===== src/rtl/data_mem_if_pkg.sv =====
// Shared types and constants for the data-memory bus interface.
//   mem_if_state_e : transaction FSM state encoding
//   MaskWidth      : byte-enable width of the data bus
package mem_if_pkg;

    localparam int MaskWidth = 4;

    typedef enum logic [1:0] {
        ST_IDLE = 2'd0,
        ST_REQ  = 2'd1,
        ST_WAIT = 2'd2,
        ST_DONE = 2'd3
    } mem_if_state_e;

endpackage


===== src/rtl/data_mem_if_if.sv =====
// Data-memory bus bundle: req/gnt request phase plus rvalid response phase.
//   master : drives mem_req/mem_we/mem_be/mem_addr/mem_wdata, receives
//            mem_gnt/mem_rvalid/mem_rdata (the load/store unit side)
//   slave  : the memory side of the same wires
interface data_mem_if_if #(
    parameter int DataWidth = 32,
    parameter int AddrWidth = 32
);
    logic                               mem_req;
    logic                               mem_we;
    logic [mem_if_pkg::MaskWidth-1:0]   mem_be;
    logic [AddrWidth-1:0]               mem_addr;
    logic [DataWidth-1:0]               mem_wdata;
    logic                               mem_gnt;
    logic                               mem_rvalid;
    logic [DataWidth-1:0]               mem_rdata;

    modport master (
        output mem_req, mem_we, mem_be, mem_addr, mem_wdata,
        input  mem_gnt, mem_rvalid, mem_rdata
    );

    modport slave (
        input  mem_req, mem_we, mem_be, mem_addr, mem_wdata,
        output mem_gnt, mem_rvalid, mem_rdata
    );
endinterface


===== src/rtl/data_mem_if_txn_timer.sv =====
// Transaction watchdog counter.
//   clk, rst : clock, asynchronous active-low reset
//   clear    : restart the count at zero (start of a transaction)
//   enable   : count this cycle (transaction in flight)
//   expired  : count has reached Limit-1, the last cycle allowed in flight
// The counter saturates at Limit so a load granted in its final allowed
// cycle still reports expired while it waits for data.
module txn_timer #(
    parameter int Limit = 255
) (
    input  logic clk,
    input  logic rst,
    input  logic clear,
    input  logic enable,
    output logic expired
);
    localparam int W = $clog2(Limit + 1);

    logic [W-1:0] cnt;

    always_ff @(posedge clk or negedge rst) begin
        if (!rst) begin
            cnt <= '0;
        end else if (clear) begin
            cnt <= '0;
        end else if (enable && (cnt != W'(Limit))) begin
            cnt <= cnt + 1'b1;
        end
    end

    assign expired = (cnt >= W'(Limit - 1));

endmodule


===== src/rtl/data_mem_if.sv =====
// Data-memory bus interface downstream of memory_stage.
// Captures one load/store request, runs req/gnt then (for loads) rvalid on
// the data bus, stalls the pipeline while the access is in flight and
// aborts with bus_err when the watchdog expires.
//   clk, rst      : clock, asynchronous active-low reset
//   request       : access request from memory_stage
//   we_re         : 1 = store, 0 = load
//   mask          : byte enables
//   address       : byte address
//   store_data    : lane-aligned store data
//   stall         : hold the upstream pipeline
//   wrap_load_in  : last load data (registered, 0 after a timed-out load)
//   data_valid    : one-cycle pulse, load data valid
//   done          : one-cycle pulse, transaction finished (ok or error)
//   bus_err       : one-cycle pulse alongside done on timeout
//   dbus          : data-memory bus (master side)
module data_mem_if
    import mem_if_pkg::*;
#(
    parameter int DataWidth     = 32,
    parameter int AddrWidth     = 32,
    parameter int TimeoutCycles = 255
) (
    input  logic                 clk,
    input  logic                 rst,
    input  logic                 request,
    input  logic                 we_re,
    input  logic [MaskWidth-1:0] mask,
    input  logic [AddrWidth-1:0] address,
    input  logic [DataWidth-1:0] store_data,
    output logic                 stall,
    output logic [DataWidth-1:0] wrap_load_in,
    output logic                 data_valid,
    output logic                 done,
    output logic                 bus_err,
    data_mem_if_if.master        dbus
);

    mem_if_state_e        state;
    logic                 hold_we;
    logic [MaskWidth-1:0] hold_be;
    logic [AddrWidth-1:0] hold_addr;
    logic [DataWidth-1:0] hold_wdata;
    logic                 err_q;
    logic                 expired;
    logic                 in_req;

    // Mask that clears the byte-offset bits to form a word address.
    localparam logic [AddrWidth-1:0] WordMask = {{(AddrWidth-2){1'b1}}, 2'b00};

    txn_timer #(.Limit(TimeoutCycles)) u_timer (
        .clk     (clk),
        .rst     (rst),
        .clear   ((state == ST_IDLE) && request),
        .enable  ((state == ST_REQ) || (state == ST_WAIT)),
        .expired (expired)
    );

    always_ff @(posedge clk or negedge rst) begin
        if (!rst) begin
            state        <= ST_IDLE;
            hold_we      <= 1'b0;
            hold_be      <= '0;
            hold_addr    <= '0;
            hold_wdata   <= '0;
            err_q        <= 1'b0;
            wrap_load_in <= '0;
        end else begin
            case (state)
                ST_IDLE: begin
                    err_q <= 1'b0;
                    if (request) begin
                        hold_we    <= we_re;
                        hold_be    <= mask;
                        hold_addr  <= address;
                        hold_wdata <= store_data;
                        state      <= ST_REQ;
                    end
                end
                ST_REQ: begin
                    // A grant in the expiring cycle still counts as progress.
                    if (dbus.mem_gnt) begin
                        state <= hold_we ? ST_DONE : ST_WAIT;
                    end else if (expired) begin
                        err_q <= 1'b1;
                        state <= ST_DONE;
                        if (!hold_we) wrap_load_in <= '0;
                    end
                end
                ST_WAIT: begin
                    if (dbus.mem_rvalid) begin
                        wrap_load_in <= dbus.mem_rdata;
                        state        <= ST_DONE;
                    end else if (expired) begin
                        err_q        <= 1'b1;
                        wrap_load_in <= '0;
                        state        <= ST_DONE;
                    end
                end
                ST_DONE: begin
                    // The request still visible here belongs to the finishing
                    // instruction, so it is deliberately not recaptured.
                    state <= ST_IDLE;
                end
                default: state <= ST_IDLE;
            endcase
        end
    end

    // Bus outputs decode straight from the state register so that an async
    // reset drops them in the same cycle.
    assign in_req         = (state == ST_REQ);
    assign dbus.mem_req   = in_req;
    assign dbus.mem_we    = in_req & hold_we;
    assign dbus.mem_be    = in_req ? hold_be : '0;
    assign dbus.mem_addr  = in_req ? (hold_addr & WordMask) : '0;
    assign dbus.mem_wdata = in_req ? hold_wdata : '0;

    assign stall      = ((state == ST_IDLE) & request) | (state == ST_REQ) | (state == ST_WAIT);
    assign done       = (state == ST_DONE);
    assign bus_err    = done & err_q;
    assign data_valid = done & ~hold_we & ~err_q;

endmodule

===== src/flat_wrapper.sv =====
// flat-port wrapper written by rule: the top's interface ports become plain ports
module data_mem_if_flat import mem_if_pkg::*;
#(
    parameter int DataWidth     = 32,
    parameter int AddrWidth     = 32,
    parameter int TimeoutCycles = 255
)
  (clk, rst, request, we_re, mask, address, store_data, stall, wrap_load_in, data_valid, done, bus_err, dbus_mem_req, dbus_mem_we, dbus_mem_be, dbus_mem_addr, dbus_mem_wdata, dbus_mem_gnt, dbus_mem_rvalid, dbus_mem_rdata);
  data_mem_if_if #(.DataWidth(DataWidth), .AddrWidth(AddrWidth)) dbus_i ();
  input  logic clk;
  input  logic rst;
  input  logic request;
  input  logic we_re;
  input  logic [MaskWidth-1:0] mask;
  input  logic [AddrWidth-1:0] address;
  input  logic [DataWidth-1:0] store_data;
  output logic stall;
  output logic [DataWidth-1:0] wrap_load_in;
  output logic data_valid;
  output logic done;
  output logic bus_err;
  output wire logic [$bits(dbus_i.mem_req)-1:0] dbus_mem_req;
  output wire logic [$bits(dbus_i.mem_we)-1:0] dbus_mem_we;
  output wire logic [$bits(dbus_i.mem_be)-1:0] dbus_mem_be;
  output wire logic [$bits(dbus_i.mem_addr)-1:0] dbus_mem_addr;
  output wire logic [$bits(dbus_i.mem_wdata)-1:0] dbus_mem_wdata;
  input wire logic [$bits(dbus_i.mem_gnt)-1:0] dbus_mem_gnt;
  input wire logic [$bits(dbus_i.mem_rvalid)-1:0] dbus_mem_rvalid;
  input wire logic [$bits(dbus_i.mem_rdata)-1:0] dbus_mem_rdata;
  assign dbus_mem_req = dbus_i.mem_req;
  assign dbus_mem_we = dbus_i.mem_we;
  assign dbus_mem_be = dbus_i.mem_be;
  assign dbus_mem_addr = dbus_i.mem_addr;
  assign dbus_mem_wdata = dbus_i.mem_wdata;
  assign dbus_i.mem_gnt = dbus_mem_gnt;
  assign dbus_i.mem_rvalid = dbus_mem_rvalid;
  assign dbus_i.mem_rdata = dbus_mem_rdata;
  data_mem_if #(.DataWidth(DataWidth), .AddrWidth(AddrWidth), .TimeoutCycles(TimeoutCycles)) u_core (.clk(clk), .rst(rst), .request(request), .we_re(we_re), .mask(mask), .address(address), .store_data(store_data), .stall(stall), .wrap_load_in(wrap_load_in), .data_valid(data_valid), .done(done), .bus_err(bus_err), .dbus(dbus_i));
endmodule

===== config.mk =====
export PLATFORM = sky130hd
export DESIGN_NAME = data_mem_if_flat
export DESIGN_NICKNAME = d
export VERILOG_FILES = /design/src/rtl/data_mem_if_pkg.sv /design/src/rtl/data_mem_if_if.sv /design/src/rtl/data_mem_if_txn_timer.sv /design/src/rtl/data_mem_if.sv /design/src/flat_wrapper.sv
export SDC_FILE = /design/constraint.sdc
export NUM_CORES = 1
export LEC_CHECK = 0
export CAP_MARGIN = 20
export CELL_PAD_IN_SITES_DETAIL_PLACEMENT = 2
export CELL_PAD_IN_SITES_GLOBAL_PLACEMENT = 2
export CORE_ASPECT_RATIO = 2
export CORE_MARGIN = 2
export CORE_UTILIZATION = 24
export CTS_CLUSTER_SIZE = 40
export DETAILED_ROUTE_END_ITERATION = 10
export PLACE_DENSITY = 0.76
export SETUP_SLACK_MARGIN = 0.05
export SLEW_MARGIN = 0
export SYNTH_ARGS = -nofsm -noshare
export SYNTH_HDL_FRONTEND = slang
export SYNTH_HIERARCHICAL = 1
export SYNTH_SLANG_ARGS = --single-unit

===== constraint.sdc =====
create_clock -name clk -period 1.95 [get_ports clk]
set_input_delay 0.39 -clock clk [delete_from_list [all_inputs] [get_ports clk]]
set_output_delay 0.39 -clock clk [all_outputs]
set_load 0.01 [all_outputs]

-- Word-level counts from Yosys, hierarchy flattened
Cells that the tools add are included.
- divide/modulo/power cells: 0
- $add $sub $neg: 1
- bitwise operators: 9
- shifts and indexed selects: 0
- $lt $le $gt $ge: 1
- multiplexer cells: 21
- equality and inequality tests: 10
- reductions and logical operators: 10
- multiply operators: 0
- operator list (operator ; count):
    two-way mux 32 bit ; 7
    one-hot mux 32 bit (2 select lines) ; 1
    two-way mux 8 bit ; 2
    adder 8 x 1 -> 8 bit (second input constant) ; 1
    greater-or-equal comparator 8 bit (second input constant) ; 1
    two-way mux 2 bit ; 4
    != test 2 bit (second input constant) ; 4
    != test 8 bit (second input constant) ; 1
    one-hot mux 2 bit (4 select lines) ; 1
    bitwise AND 1 bit ; 5
    AND reduction 5 bit ; 1
    equality test 2 bit (second input constant) ; 2
    two-way mux 1 bit ; 4
    two-way mux 4 bit ; 1
    nonzero test 2 bit ; 2
    != test 3 x 2 -> 1 bit (second input constant) ; 1
    one-hot mux 1 bit (3 select lines) ; 1
    AND reduction 3 bit ; 1
    nonzero test 3 bit ; 1
    equality test 2 x 1 -> 1 bit (second input constant) ; 1
    logical AND 1 bit ; 2
    logical NOT 2 bit ; 1
    != test 2 x 1 -> 1 bit (second input constant) ; 1
    NOT 1 bit ; 2
    other kinds (3) ; 4
- bits of input ports: 106
- bits in latches: 0
- logic and storage cells: 60
- flip-flop bits (word level): 112
- memories kept: 0
- memory bits (writable): 0
- output and inout bits: 106
- memory bits (read-only): 0

-- Depth between registers and ports, before layout
- depth after elaboration: 5
- gate-level depth with buffers: 9
- mapped depth without buffers: 7

-- Cells and area by module
Netlist, hierarchy kept.
- by module, submodules not included (module ; instances ; sequential area each (um^2) ; area each (um^2) ; cells an instance):
    data_mem_if ; 1 ; 2552.4 ; 4384.2 ; 328
    txn_timer ; 1 ; 200.2 ; 493.0 ; 52

-- Least setup slack after synthesis
Ideal clock, no wire load.
- path kind: reg2out
- start: reg u_core.state[0]
- end: out stall
- path slack: -0.058 ns
- data arrival time: 1.618 ns
- buffers on the path: 3
- required time: 1.560 ns
- cell stages (with the launch flop): 8
- cells stage by stage: dfrtp_1 > inv_1 > ha_1 > and2_1 > buf_2 > buf_2 > buf_6 > or3_1
- cells in the longest elaborated chain, start to end: 4
- elaborated cells between the ends (all ways): 6
- classes of those cells: eq/ne: 2; bitwise: 3; reduce/logical: 1
- ends and longest elaborated chain (element ; line ; source):
    from (decl) ; data_mem_if.sv:39 ; mem_if_state_e state;
    from (signal assigned) ; data_mem_if.sv:83 ; state <= hold_we ? ST_DONE : ST_WAIT;
    logical NOT 2 bit ; data_mem_if.sv:119 ; assign stall = ((state == ST_IDLE) & request) | (state == ST_REQ) | (state == ST_WAIT);
    bitwise AND 1 bit ; data_mem_if.sv:119 ;
    bitwise OR 1 bit ; data_mem_if.sv:119 ;
    bitwise OR 1 bit * ; data_mem_if.sv:119 ;
    to (decl) ; flat_wrapper.sv:17 ; output logic stall;
Every way passes the cells marked *; elsewhere a longest branch is shown, timed or not.

-- Worst setup path after layout
Ends and elaborated chain as after synthesis.

==> flow_summary.ini <==
[route]
first_pass_iters = 4
via_per_inst = 4.51
first_iter_violations = 91
ant_nets = 0
wl_per_cell_um = 21.5
via_count = 4090
drc = 0
drt-total-wl_mm = 19.5

[sta]
fin_hold_ws_ns = 0.504
min_period_over_period_pct = 108
finalSetupViolations = 27
rsz0062_at_grt = yes
clock.fmax_mhz = 475
finalClockSkew_ns = 0.00686
hold_viol_final = 0
final.min_clock_period_ns = 2.11
fin_ws_ns = -0.157
slew_violations = 0

[worst_setup_path]
crit_type = flip-flop to output port
crit_path_end_kind = output port
crit_start = u_core/state[0]
r2r-start = u_core/state[0]
critPathRequiredTime_ns = 1.56
crit_fanout = 5
arrival_ns = 1.72
critPathLaunchType = flip-flop

[clock_tree]
clk_pin_slew_worst_paths_ns = 0.07
clk_path_buf_depth = 2
tritoncts = built
cts.sinks = 110
clk-insertion-delay-late_ns = 0.35
h-tree-depth = 3
root_buffer = clkbuf_16
cts_buffers = 9

[final_layout]
drive_above_1_share_pct = 44.3
fin_nets = 753
area_growth_pct = 73.0
fin_util_pct = 42.4
final_cells = 907
nFillCells = 2087
final-seq-area_mm2 = 0.00275
multi_input_area_mm2 = 0.00217

[logic_synthesis]
syn_area_mm2 = 0.00488
synth.distinct_cells = 39
seq_area_frac_synth_pct = 56.4
async_reset_ff_share_pct = 100
yosys_warnings = 6
synth_ff_type = dfrtp_1
yosysTopAreaCellShare_pct = 56.4
syn_inst = 380
yosysTopAreaCell = dfrtp_1
syn_avg_cell_area_um2 = 12.8
synth_edf_count = 0
synthTopCellsByArea = dfrtp_1 56%, mux2_2 15%, and2_1 8.9%
synth_seq_cells = 110

[global_route]
grt_pass1_wl_mm = 29.1
grt_use_total_pct = 18.0
grt_max_degree = 56
grt_pass1_vias = 4801
antenna_found_initial = 2
overflow = 0

[placed_design]
place_inst = 859
place_ws_ns = -0.283
dpl.hpwl_mm = 13.4
port-buffer-count = 207
place_congestion = 0.739

[min_path]
worstHoldPathType = flip-flop to flip-flop
worstHoldStart = u_core/hold_addr[26]

[floorplanning]
start_util_pct = 24.5
rows = 73
die-area_mm2 = 0.0215
die_y_um = 206
fp.coreArea_mm2 = 0.0199
num_io_pins = 212
die_x_um = 105

[power]
powerDensity_mw_per_mm2 = 1570
p_leak_nw = 3.75
peakVddDrop_uv = 539

[outcome]
status = finished with violations
violations = negative setup slack

[run]
max_cap_viol_count = 0
final timing paths:
path,to,slack [ns],depth (start not counted)
max in group asynchronous,u_core/wrap_load_in[14],0.83,3
max,stall,-0.16,5
min,u_core/hold_addr[26],0.50,1
min reg2reg,u_core/hold_addr[26],0.50,1
max reg2reg,u_core/wrap_load_in[8],0.10,9
min in group asynchronous,u_core/hold_wdata[11],0.53,2
cell usage after synthesis, types with 2 or more instances:
master / n
a211oi_1: 7
a21oi_1: 7
a22o_1: 32
a41oi_1: 2
and2_1: 69
and3_1: 2
buf_2: 14
buf_4: 2
buf_6: 2
clkbuf_1: 7
dfrtp_1: 110
ha_1: 8
inv_1: 8
mux2_2: 67
nand2_1: 4
nand3_1: 4
nor2_1: 3
nor3_1: 8
o21ai_0: 2
o21bai_1: 2
o31ai_1: 2
flip-flops by register name (all words and copies together), names as in the netlist:
signal	cells
u_core/hold_wdata	32
u_core/hold_be	4
u_core/err_q	1
u_core/hold_addr	30
u_core/hold_we	1
u_core/wrap_load_in	32
u_core/u_timer/cnt	8
u_core/state	2
power breakdown:
group          internal [mW]  total (mW)  switching, mW  leakage, nW
sequential              3.19        3.75          0.554         1.38
clock                   1.19        2.03          0.842        0.155
combinational           4.46        7.45           2.98         2.22
layout make-up:
type | instances | share of cell area, %
repair buffers | 273 | 33.5
clock inverters | 3 | 0.801
clock buffers | 12 | 3.04
diodes | 2 | 0.0593
well taps | 262 | 3.88
flip-flops and latches | 110 | 32.6
inverters | 8 | 0.386
multi-input cells | 237 | 25.7
layer usage:
| layer | GRT usage [%] | part of all wire (%) | wire, um |
|---|---|---|---|
| met1 | 17.7 | 33 | 6440 |
| met2 | 36.9 | 62 | 12000 |
| met3 | 3.01 | 3.2 | 631 |
| met4 | 6.29 | 2.0 | 383 |
| met5 | 0 | 0 | 0 |
cell usage in the layout (no fill, tap or decap), types with 2 or more instances in the layout:
cell,synthesis,layout
o31ai_1,2,2
nand2_1,4,4
dfrtp_1,110,109
and3_1,2,2
clkbuf_8,0,2
bufinv_16,0,2
nor3_1,8,7
buf_4,2,35
a41oi_1,2,2
a211oi_1,7,7
nor2_1,3,3
and2_1,69,21
buf_16,0,6
buf_6,2,66
nand3_1,4,4
clkbuf_16,0,11
a22o_1,32,32
mux2_2,67,67
a21oi_1,7,6
inv_1,8,6
conb_1,1,2
clkdlybuf4s50_1,0,134
ha_4,0,4
diode_2,0,2
buf_12,0,6
buf_2,14,21
and2_4,1,49
ha_1,8,3
per-stage QoR:
step	setup TNS [ns]	cell area, um2	total power [mW]
floorplan	0	4890	6.32
global placement	-21.08	7490	9.19
detailed placement	-8.13	7500	9.52
CTS	-1.64	8300	13.1
global route	-5.04	8440	14.0
finish	-1.53	8440	13.2
logic make-up after synthesis:
kind of cell               count (synthesis)  share of synthesized area, %
and+or+nand+nor                           99                          12.4
muxes                                     68                          15.8
buffers and inverters                     34                          3.44
other                                      1                        0.0769
adders and majority gates                  8                          2.05
DFF                                      110                          56.4
AOI/OAI and AO/OA                         60                          9.85
critical path, stage by stage, from the launching register on:
cell and delay [ns]:
dfrtp_2 0.44, ha_4 0.19, buf_6 0.12, buf_6 0.10, or3_4 0.38, buf_6 0.13
timing repair:
action / in CTS / in global routing
endpoints found under the hold margin: 26 / 0
resized for setup: 418 / 23
setup endpoints to repair: 99 / 106
buffers inserted: 20 / 8
pin swaps: 4 / 9
cloned: 6 / 2
hold buffers: 1 / 0
Note: power is estimated with default switching activity, not from simulation.
